[src/rtl/stepper_drive.sv]
// Parametrised stepper-motor phase driver: wave/full/half stepping with an
// internal step-rate divider, finite or continuous moves, abort and holding torque.
module stepper_drive #(
  parameter int PHASES   = 4,
  parameter int SPD_W    = 2,
  parameter int BASE_DIV = 1000000,
  parameter int CNT_W    = 16
) (
  input  logic             clk,
  input  logic             reset,
  input  logic             start,
  input  logic             stop,
  input  logic             clockwise,
  input  logic [SPD_W-1:0] speed,
  input  logic [1:0]       mode,
  input  logic [CNT_W-1:0] steps,
  output logic [PHASES-1:0] coils,
  output logic             busy,
  output logic             done,
  output logic [CNT_W-1:0] remaining
);

  localparam int NPOS       = 2 * PHASES;
  localparam int POS_W      = $clog2(NPOS);
  localparam int MAX_PERIOD = BASE_DIV * (2 ** SPD_W);
  localparam int DIV_W      = $clog2(MAX_PERIOD);

  typedef enum logic {S_IDLE, S_RUN} state_e;
  typedef enum logic [1:0] {M_WAVE, M_FULL, M_HALF} mode_e;

  state_e            state_q, state_d;
  mode_e             mode_q, mode_d;
  logic [POS_W-1:0]  pos_q, pos_d;
  logic [DIV_W-1:0]  div_q, div_d;
  logic [CNT_W-1:0]  remaining_q, remaining_d;
  logic [PHASES-1:0] coils_q, coils_d;
  logic              cont_q, cont_d;
  logic              energised_q, energised_d;
  logic              done_q, done_d;
  logic [DIV_W-1:0]  period_m1;
  logic              tick;

  // Even index energises one coil; odd index energises the two neighbours.
  function automatic logic [PHASES-1:0] pattern(input logic [POS_W-1:0] p);
    logic [PHASES-1:0] r;
    int lo, hi;
    lo = int'(p) / 2;
    hi = ((int'(p) + 1) / 2) % PHASES;
    for (int i = 0; i < PHASES; i++) begin
      r[i] = (i == lo) || (p[0] && (i == hi));
    end
    return r;
  endfunction

  function automatic logic [POS_W-1:0] step_pos(input logic [POS_W-1:0] p,
                                                input logic cw, input logic half);
    int stride, nxt;
    stride = half ? 1 : 2;
    nxt    = cw ? int'(p) + stride : int'(p) + NPOS - stride;
    return POS_W'(nxt % NPOS);
  endfunction

  // Speed is live, so a shorter period below the current count ticks at once.
  assign period_m1 = DIV_W'(BASE_DIV * (int'(speed) + 1) - 1);
  assign tick      = (div_q >= period_m1);

  always_comb begin
    // NOTE: every signal gets a default first so no path leaves it unassigned (no latches).
    state_d     = state_q;
    mode_d      = mode_q;
    pos_d       = pos_q;
    div_d       = div_q;
    remaining_d = remaining_q;
    cont_d      = cont_q;
    energised_d = energised_q;
    done_d      = 1'b0;

    unique case (state_q)
      S_IDLE: begin
        if (start && !stop) begin
          unique case (mode)
            2'b01:   mode_d = M_FULL;
            2'b10:   mode_d = M_HALF;
            default: mode_d = M_WAVE;
          endcase
          remaining_d = steps;
          cont_d      = (steps == '0);
          div_d       = '0;
          energised_d = 1'b1;
          state_d     = S_RUN;
          unique case (mode_d)
            M_WAVE:  pos_d = {pos_q[POS_W-1:1], 1'b0};
            M_FULL:  pos_d = {pos_q[POS_W-1:1], 1'b1};
            default: pos_d = pos_q;
          endcase
        end
      end
      S_RUN: begin
        if (stop) begin
          state_d = S_IDLE;
        end else if (tick) begin
          div_d = '0;
          pos_d = step_pos(pos_q, clockwise, mode_q == M_HALF);
          if (!cont_q) begin
            remaining_d = remaining_q - CNT_W'(1);
            if (remaining_q == CNT_W'(1)) begin
              state_d = S_IDLE;
              done_d  = 1'b1;
            end
          end
        end else begin
          div_d = div_q + DIV_W'(1);
        end
      end
      default: state_d = S_IDLE;
    endcase

    coils_d = energised_d ? pattern(pos_d) : '0;
  end

  always_ff @(posedge clk or negedge reset) begin
    if (!reset) begin
      state_q     <= S_IDLE;
      mode_q      <= M_WAVE;
      pos_q       <= '0;
      div_q       <= '0;
      remaining_q <= '0;
      coils_q     <= '0;
      cont_q      <= 1'b0;
      energised_q <= 1'b0;
      done_q      <= 1'b0;
    end else begin
      // NOTE: non-blocking assignments so every flop samples pre-edge values.
      state_q     <= state_d;
      mode_q      <= mode_d;
      pos_q       <= pos_d;
      div_q       <= div_d;
      remaining_q <= remaining_d;
      coils_q     <= coils_d;
      cont_q      <= cont_d;
      energised_q <= energised_d;
      done_q      <= done_d;
    end
  end

  assign coils     = coils_q;
  assign busy      = (state_q == S_RUN);
  assign done      = done_q;
  assign remaining = remaining_q;

endmodule

[config.mk]
export PLATFORM = sky130hd
export DESIGN_NAME = stepper_drive
export DESIGN_NICKNAME = d
export VERILOG_FILES = /design/src/rtl/stepper_drive.sv
export SDC_FILE = /design/constraint.sdc
export NUM_CORES = 1
export LEC_CHECK = 0
export ABC_AREA = 1
export CAP_MARGIN = 20
export CORE_UTILIZATION = 30
export DETAILED_ROUTE_END_ITERATION = 16
export SLEW_MARGIN = 25
export SYNTH_ARGS = -nofsm -noshare
export SYNTH_HDL_FRONTEND = slang
export SYNTH_SLANG_ARGS = --single-unit
[constraint.sdc]
create_clock -name clk -period 3.33 [get_ports clk]
set_input_delay 0.999 -clock clk [delete_from_list [all_inputs] [get_ports clk]]
set_output_delay 0.999 -clock clk [all_outputs]
set_load 0.03 [all_outputs]
[Word-level counts from Yosys, hierarchy flattened]
Cells that the tools add are included.
Widths: inputs -> output; s select.
Cells by class
  equal/unequal tests: 15
  reduce and logical (&&, ||, !) cells: 18
  muxes and demuxes: 33
  $mul: 1
  bitwise logic cells: 3
  order comparisons: 1
  add/sub/neg operators: 9
Operators by type and width (count)
  $mux 22: 3
  $logic_not 32->1: 2
  $mux 16: 4
  $pmux 22 s2: 1
  $add 32x1->32: 1
  $pmux 16 s2: 1
  $add 22x1->22 const B: 1
  $ge 22x22->1: 1
  $sub 22x1->22 const B: 1
  $eq 16x1->1 const B: 1
  $logic_not 16->1: 1
  $mul 14x3->16 const A: 1
  $sub 16x1->16 const B: 1
  $mux 1: 13
  $mux 3: 3
  $eq 3x3->1 const A: 2
  $mux 2: 3
  $ne 2x2->1 const B: 3
  $pmux 3 s2: 1
  $logic_and 1x1->1: 5
  $add 3x1->4 const B: 1
  $eq 2x1->1 const B: 2
  $eq 2x2->1 const A: 2
  $eq 2x2->1 const B: 2
  19 further kinds: 24
Storage, ports and cells
  input port bits: 25
  output and inout bits: 22
  register bits after elaboration: 51
  word-level logic and storage cells: 89

[Logic depth before layout (Yosys ltp)]
  word-level depth: 17
  gate-level depth with buffers: 26
  gate-level depth less buffers: 26

[Worst setup path after synthesis]
Ideal clock, no wire load.
  kind: in2reg
  from: in speed[0]
  to: reg coils_q[1] (netlist: coils[1])
  required time: 3.253 ns
  setup time: 0.077 ns
  path buffers: 0
  data arrival time: 4.002 ns
  setup slack: -0.749 ns
  stages: 22
  cell sequence: inv_1 > ha_1 > xnor2_1 > ha_1 > xnor2_1 > xnor2_1 > xnor2_1 > ha_1 > nand2_1 > nor2_2 > nand2_1 > nor2_1 > nand2_1 > nand3_2 > nand2_1 > o21ai_1 > inv_2 > ha_1 > inv_1 > nor2_1 > nand2_1 > a21oi_1
On the way
  elaborated cells on any way between the ends: 17
  classes of those cells: 4 x add/sub; 1 x mul; 1 x order compare; 2 x eq/ne; 4 x mux; 2 x bitwise; 3 x reduce/logical
RTL lines
  from (decl): RTL line 14  | input logic [SPD_W-1:0] speed,
  $add 2x1->3 *: RTL line 64  | assign period_m1 = DIV_W'(BASE_DIV * (int'(speed) + 1) - 1);
  $mul 14x3->16 *: RTL line 64
  $sub 22x1->22 *: RTL line 64
  $ge 22x22->1 *: RTL line 65  | assign tick = (div_q >= period_m1);
  $mux 3 *: RTL line 101  | end else if (tick) begin
  $mux 3 *: RTL line 99  | if (stop) begin
  $pmux 3 s2 *: RTL line 78  | unique case (state_q)
  named net pos_d[1]: RTL line 33  | logic [POS_W-1:0] pos_q, pos_d;
  $add 3x1->4: RTL line 48  | hi = ((int'(p) + 1) / 2) % PHASES;
  $add 32x1->32 (no source line)
  $reduce_or 2->1 (no source line)
  $and 1x1->1 (no source line)
  $eq 2x3->1: RTL line 50  | r[i] = (i == lo) || (p[0] && (i == hi));
  $logic_and 1x1->1: RTL line 50
  $logic_or 1x1->1 *: RTL line 50
  $mux 4 *: RTL line 118  | coils_d = energised_d ? pattern(pos_d) : '0;
  named net coils_d[1]: RTL line 36  | logic [PHASES-1:0] coils_q, coils_d;
  to (signal assigned): RTL line 139  | coils_q <= coils_d;
  to (decl): RTL line 36
Mark *: on every way through the listed nets, which the timed path passes. The rest lies on a longest branch.
A chain may end at the register's enable or synchronous reset.

[Final worst setup path]
  from: in speed[0]
  to: reg coils_q[3] (netlist: coils[3])
On the way
  longest elaborated chain between the ends: 16
  elaborated cells on any way between the ends: 17
  classes of those cells: 4 x add/sub; 1 x mul; 1 x order compare; 2 x eq/ne; 4 x mux; 2 x bitwise; 3 x reduce/logical
Ends and longest elaborated chain (RTL line)
  $add 2x1->3 *: 64
  $mul 14x3->16 *: 64
  $sub 22x1->22 *: 64
  $ge 22x22->1 *: 65
  $mux 3 *: 101
  $mux 3 *: 99
  $pmux 3 s2 *: 78
  named net pos_d[0]: 33
  [... 2 more ...]
  $add 32x1->32 (no source line)
  $reduce_or 2->1 (no source line)
  $and 1x1->1 (no source line)
  $eq 3x3->1: 50
  $logic_and 1x1->1 *: 50
  $logic_or 1x1->1 *: 50
  $mux 4 *: 118
  named net coils_d[3]: 36
Marks and branches as above.

==> impl_metrics.env <==
export IMPL_path_max_fanout=4
export IMPL_dp_cells=695
export IMPL_regArea_sq_um=1280
export IMPL_end_kind="flop"
export IMPL_place_ws_ns=-1.33
export IMPL_slew_headroom_pct=43.7
export IMPL_synth_xor_area_share_pct=3.38
export IMPL_finalCriticalPeriod_ns=3.74
export IMPL_synthCells=478
export IMPL_reg2reg_depth=14
export IMPL_dpl_instance_area_sq_um=4560
export IMPL_reg2reg_slack_ns=0.83
export IMPL_status="finished, violations left"
export IMPL_cts_tree="built"
export IMPL_startpoint="speed[0]"
export IMPL_drt_iter0_drc=100
export IMPL_fillers=1142
export IMPL_finish_net_count=637
export IMPL_synth_seq_cells=51
export IMPL_tightest_slew_ns=0.843
export IMPL_die_h_um=112
export IMPL_wirelength_mm=9.63
export IMPL_power_density_nw_per_um2=423
export IMPL_required_ns=3.55
export IMPL_hold_buffers=0
export IMPL_port_buffer_count=46
export IMPL_h_tree_depth=2
export IMPL_drive_above_1_share_pct=27.1
export IMPL_clock_latency_ns=0.29
export IMPL_r2r_start="busy"
export IMPL_vias_per_cell=4.85
export IMPL_synth_seq_area_share_pct=35.2
export IMPL_ant_nets=0
export IMPL_synth_cell_type_count=50
export IMPL_synth_edf_count=0
export IMPL_clockBufferDepth=2
export IMPL_synth_simple_gate_area_share_pct=28.7
export IMPL_synthAdderAreaFrac_pct=11.8
export IMPL_firstDrtPassIters=5
export IMPL_synth_compound_area_share_pct=12.4
export IMPL_async_reset_ff_share_pct=100
export IMPL_syn2layout_area_growth_pct=45.8
export IMPL_syn_area_per_cell_sq_um=7.59
export IMPL_drv_cap=0
export IMPL_yosys_warnings=0
export IMPL_rows=39
export IMPL_hold_viol_final=0
export IMPL_core_sq_um=11600
export IMPL_rr_endpoint="div_q[19]"
export IMPL_hold_ws_ns=0.480
export IMPL_initial_core_util_pct=31.2
export IMPL_io_pins=47
export IMPL_grt_pass1_vias=3522
export IMPL_vdd_drop_max_mv=0.315
export IMPL_clock_sinks=51
export IMPL_finalCritPeriodShare_pct=112
export IMPL_synth_top_family_by_area="simple AND/OR/NAND/NOR gates"
export IMPL_worst_slack_ns=-0.413
export IMPL_synthMuxAreaShare_pct=0
export IMPL_multiInputGateArea_sq_um=2480
export IMPL_worstSetupEndpoint="coils[3]"
export IMPL_crit_type="input pin to flop"
export IMPL_hold_path_class="flop to flop"
export IMPL_synthFlopType="dfrtp_1"
export IMPL_critPathLaunchType="input pin"
export IMPL_clock_fmax_mhz=267
export IMPL_antenna_found_initial=0
export IMPL_grt_max_degree=25
export IMPL_hpwlAfterDp_mm=6.82
export IMPL_avgRoutedWirePerCell_um=13.3
export IMPL_overflow=0
export IMPL_arrival_ns=3.97
export IMPL_total_power_w=0.00224
export IMPL_setup_violations=46
export IMPL_rsz0062_at_grt="yes"
export IMPL_vias=3508
export IMPL_violations="negative setup slack"
export IMPL_drcViolationCount=0
export IMPL_fp_dieW_um=112
export IMPL_grt_usage_pct=15.7
export IMPL_clock_skew_ns=0.00583
export IMPL_final_cell_count_no_fill=723
export IMPL_clk_pin_slew_worst_paths_ns=0.07
export IMPL_die_area_sq_um=12500
export IMPL_antenna_cells=0
export IMPL_slew_violations=0
export IMPL_syn_area_sq_um=3630
export IMPL_grt_first_pass_wirelength_mm=16.0
export IMPL_place_gp_congestion=0.822
export IMPL_clock_root_buffer="clkbuf_16"
export IMPL_p_leak_nw=2.42
export IMPL_tritoncts_num_buffers=5
export IMPL_final_area_sq_um=5290
[area by class of cell]
class                           count  area share (%)
Tap cell                          143            3.38
Inverter                           66            5.09
Sequential cell                    51            24.1
Clock buffer                        7            2.51
Timing Repair Buffer               98            17.8
Multi-Input combinational cell    357            46.9
Clock inverter                      1          0.0947
[Yosys cell counts, types with 8 or more instances]
master	number	share of area (%)
a21oi_1	24	3.3
dfrtp_1	51	35
ha_1	31	11
inv_1	56	5.8
nand2_1	115	12
nand3_1	19	2.6
nand4_1	8	1.4
nor2_1	60	6.2
nor3_1	9	1.2
o21ai_0	15	2.1
o21ai_1	8	1.1
xnor2_1	8	1.9
[registers in the layout (all words and copies together), names as in the netlist]
name and flops:
div_q 22, remaining 16, coils 4, pos_q 3, mode_q 2, busy 1, cont_q 1, done 1
energised_q 1
[worst max-delay path, cell delays in order]
cell and delay (ns):
buf_8 0.08, clkinvlp_4 0.09, ha_4 0.25, xnor2_4 0.22
ha_4 0.24, inv_2 0.05, nand4_1 0.08, a21oi_2 0.13
xor2_1 0.17, ha_1 0.25, nand2_1 0.08, nor2_2 0.05
nand3_1 0.06, nand2_1 0.06, nor2_2 0.12, nand3_4 0.13
buf_6 0.14, nand2_1 0.06, nand2_2 0.06, nand2_2 0.06
inv_2 0.05, ha_4 0.26, inv_2 0.04, nor2_4 0.07
nand2_1 0.05, a21oi_1 0.11
[logic make-up after synthesis]
kind of cell / count (synthesis)
and+or+nand+nor: 233
xor gates and xnor gates: 14
AOI/OAI and AO/OA: 72
adders and majority gates: 33
DFF: 51
buffers and inverters: 74
other: 1
[what timing repair did]
action	4_1_cts	5_1_grt
buffers inserted	9	13
resized for setup	55	61
cloned	2	1
endpoints found under the setup margin	47	47
pin swaps	28	34
[power by group]
| group | leakage (nW) | internal [W] | switching [W] | total, W |
|---|---|---|---|---|
| Sequential | 0.650 | 0.000708 | 0.0000993 | 0.000807 |
| Combinational | 1.70 | 0.000404 | 0.000515 | 0.000919 |
| Clock | 0.0679 | 0.000279 | 0.000233 | 0.000512 |
[how the worst min path moves through the flow]
stage	startpoint	to	slack (ns)	cells after the start
6_report	mode_q[0]	mode_q[0]	0.48	2
5_1_grt	mode_q[0]	mode_q[0]	0.51	2
4_1_cts	mode_q[0]	mode_q[0]	0.48	2
3_5_place_dp	mode_q[0]	mode_q[0]	0.46	2
3_3_place_gp	mode_q[0]	mode_q[0]	0.46	2
2_1_floorplan	mode_q[0]	mode_q[0]	0.44	2
[metrics by stage]
stage	setup TNS, ns	utilization (%)
global placement	-45.10	39.3
finish	-12.38	45.5
floorplan	-10.15	-
detailed placement	-52.17	39.3
global route	-21.77	45.5
CTS	-16.41	42.7
[metal layers]
layer	global-route usage [%]	share of wire, %	vias up	routed length (um)
li1	-	-	1761	-
met1	19.4	45	1660	4290
met2	28.1	51	70	4880
met3	2.61	3.4	17	330
met4	4.27	1.4	0	131
met5	0	0	-	0
[cells in the final DEF (no fill, tap or decap), types with 5 or more instances in the layout]
cell / count
o21ai_2: 5
buf_6: 14
ha_1: 26
xor2_1: 6
clkbuf_16: 5
a21oi_2: 9
inv_1: 48
nand2_4: 6
inv_2: 13
nor2_4: 12
dfrtp_1: 51
nor2_1: 48
o21ai_0: 15
nand2_1: 98
xnor2_1: 6
nor4_1: 6
a21oi_1: 15
nand4_1: 8
nor3_1: 7
nand3_1: 16
buf_4: 34
buf_8: 5
clkdlybuf4s50_1: 43
nand2_2: 14
(Power assumes the default switching activity.)
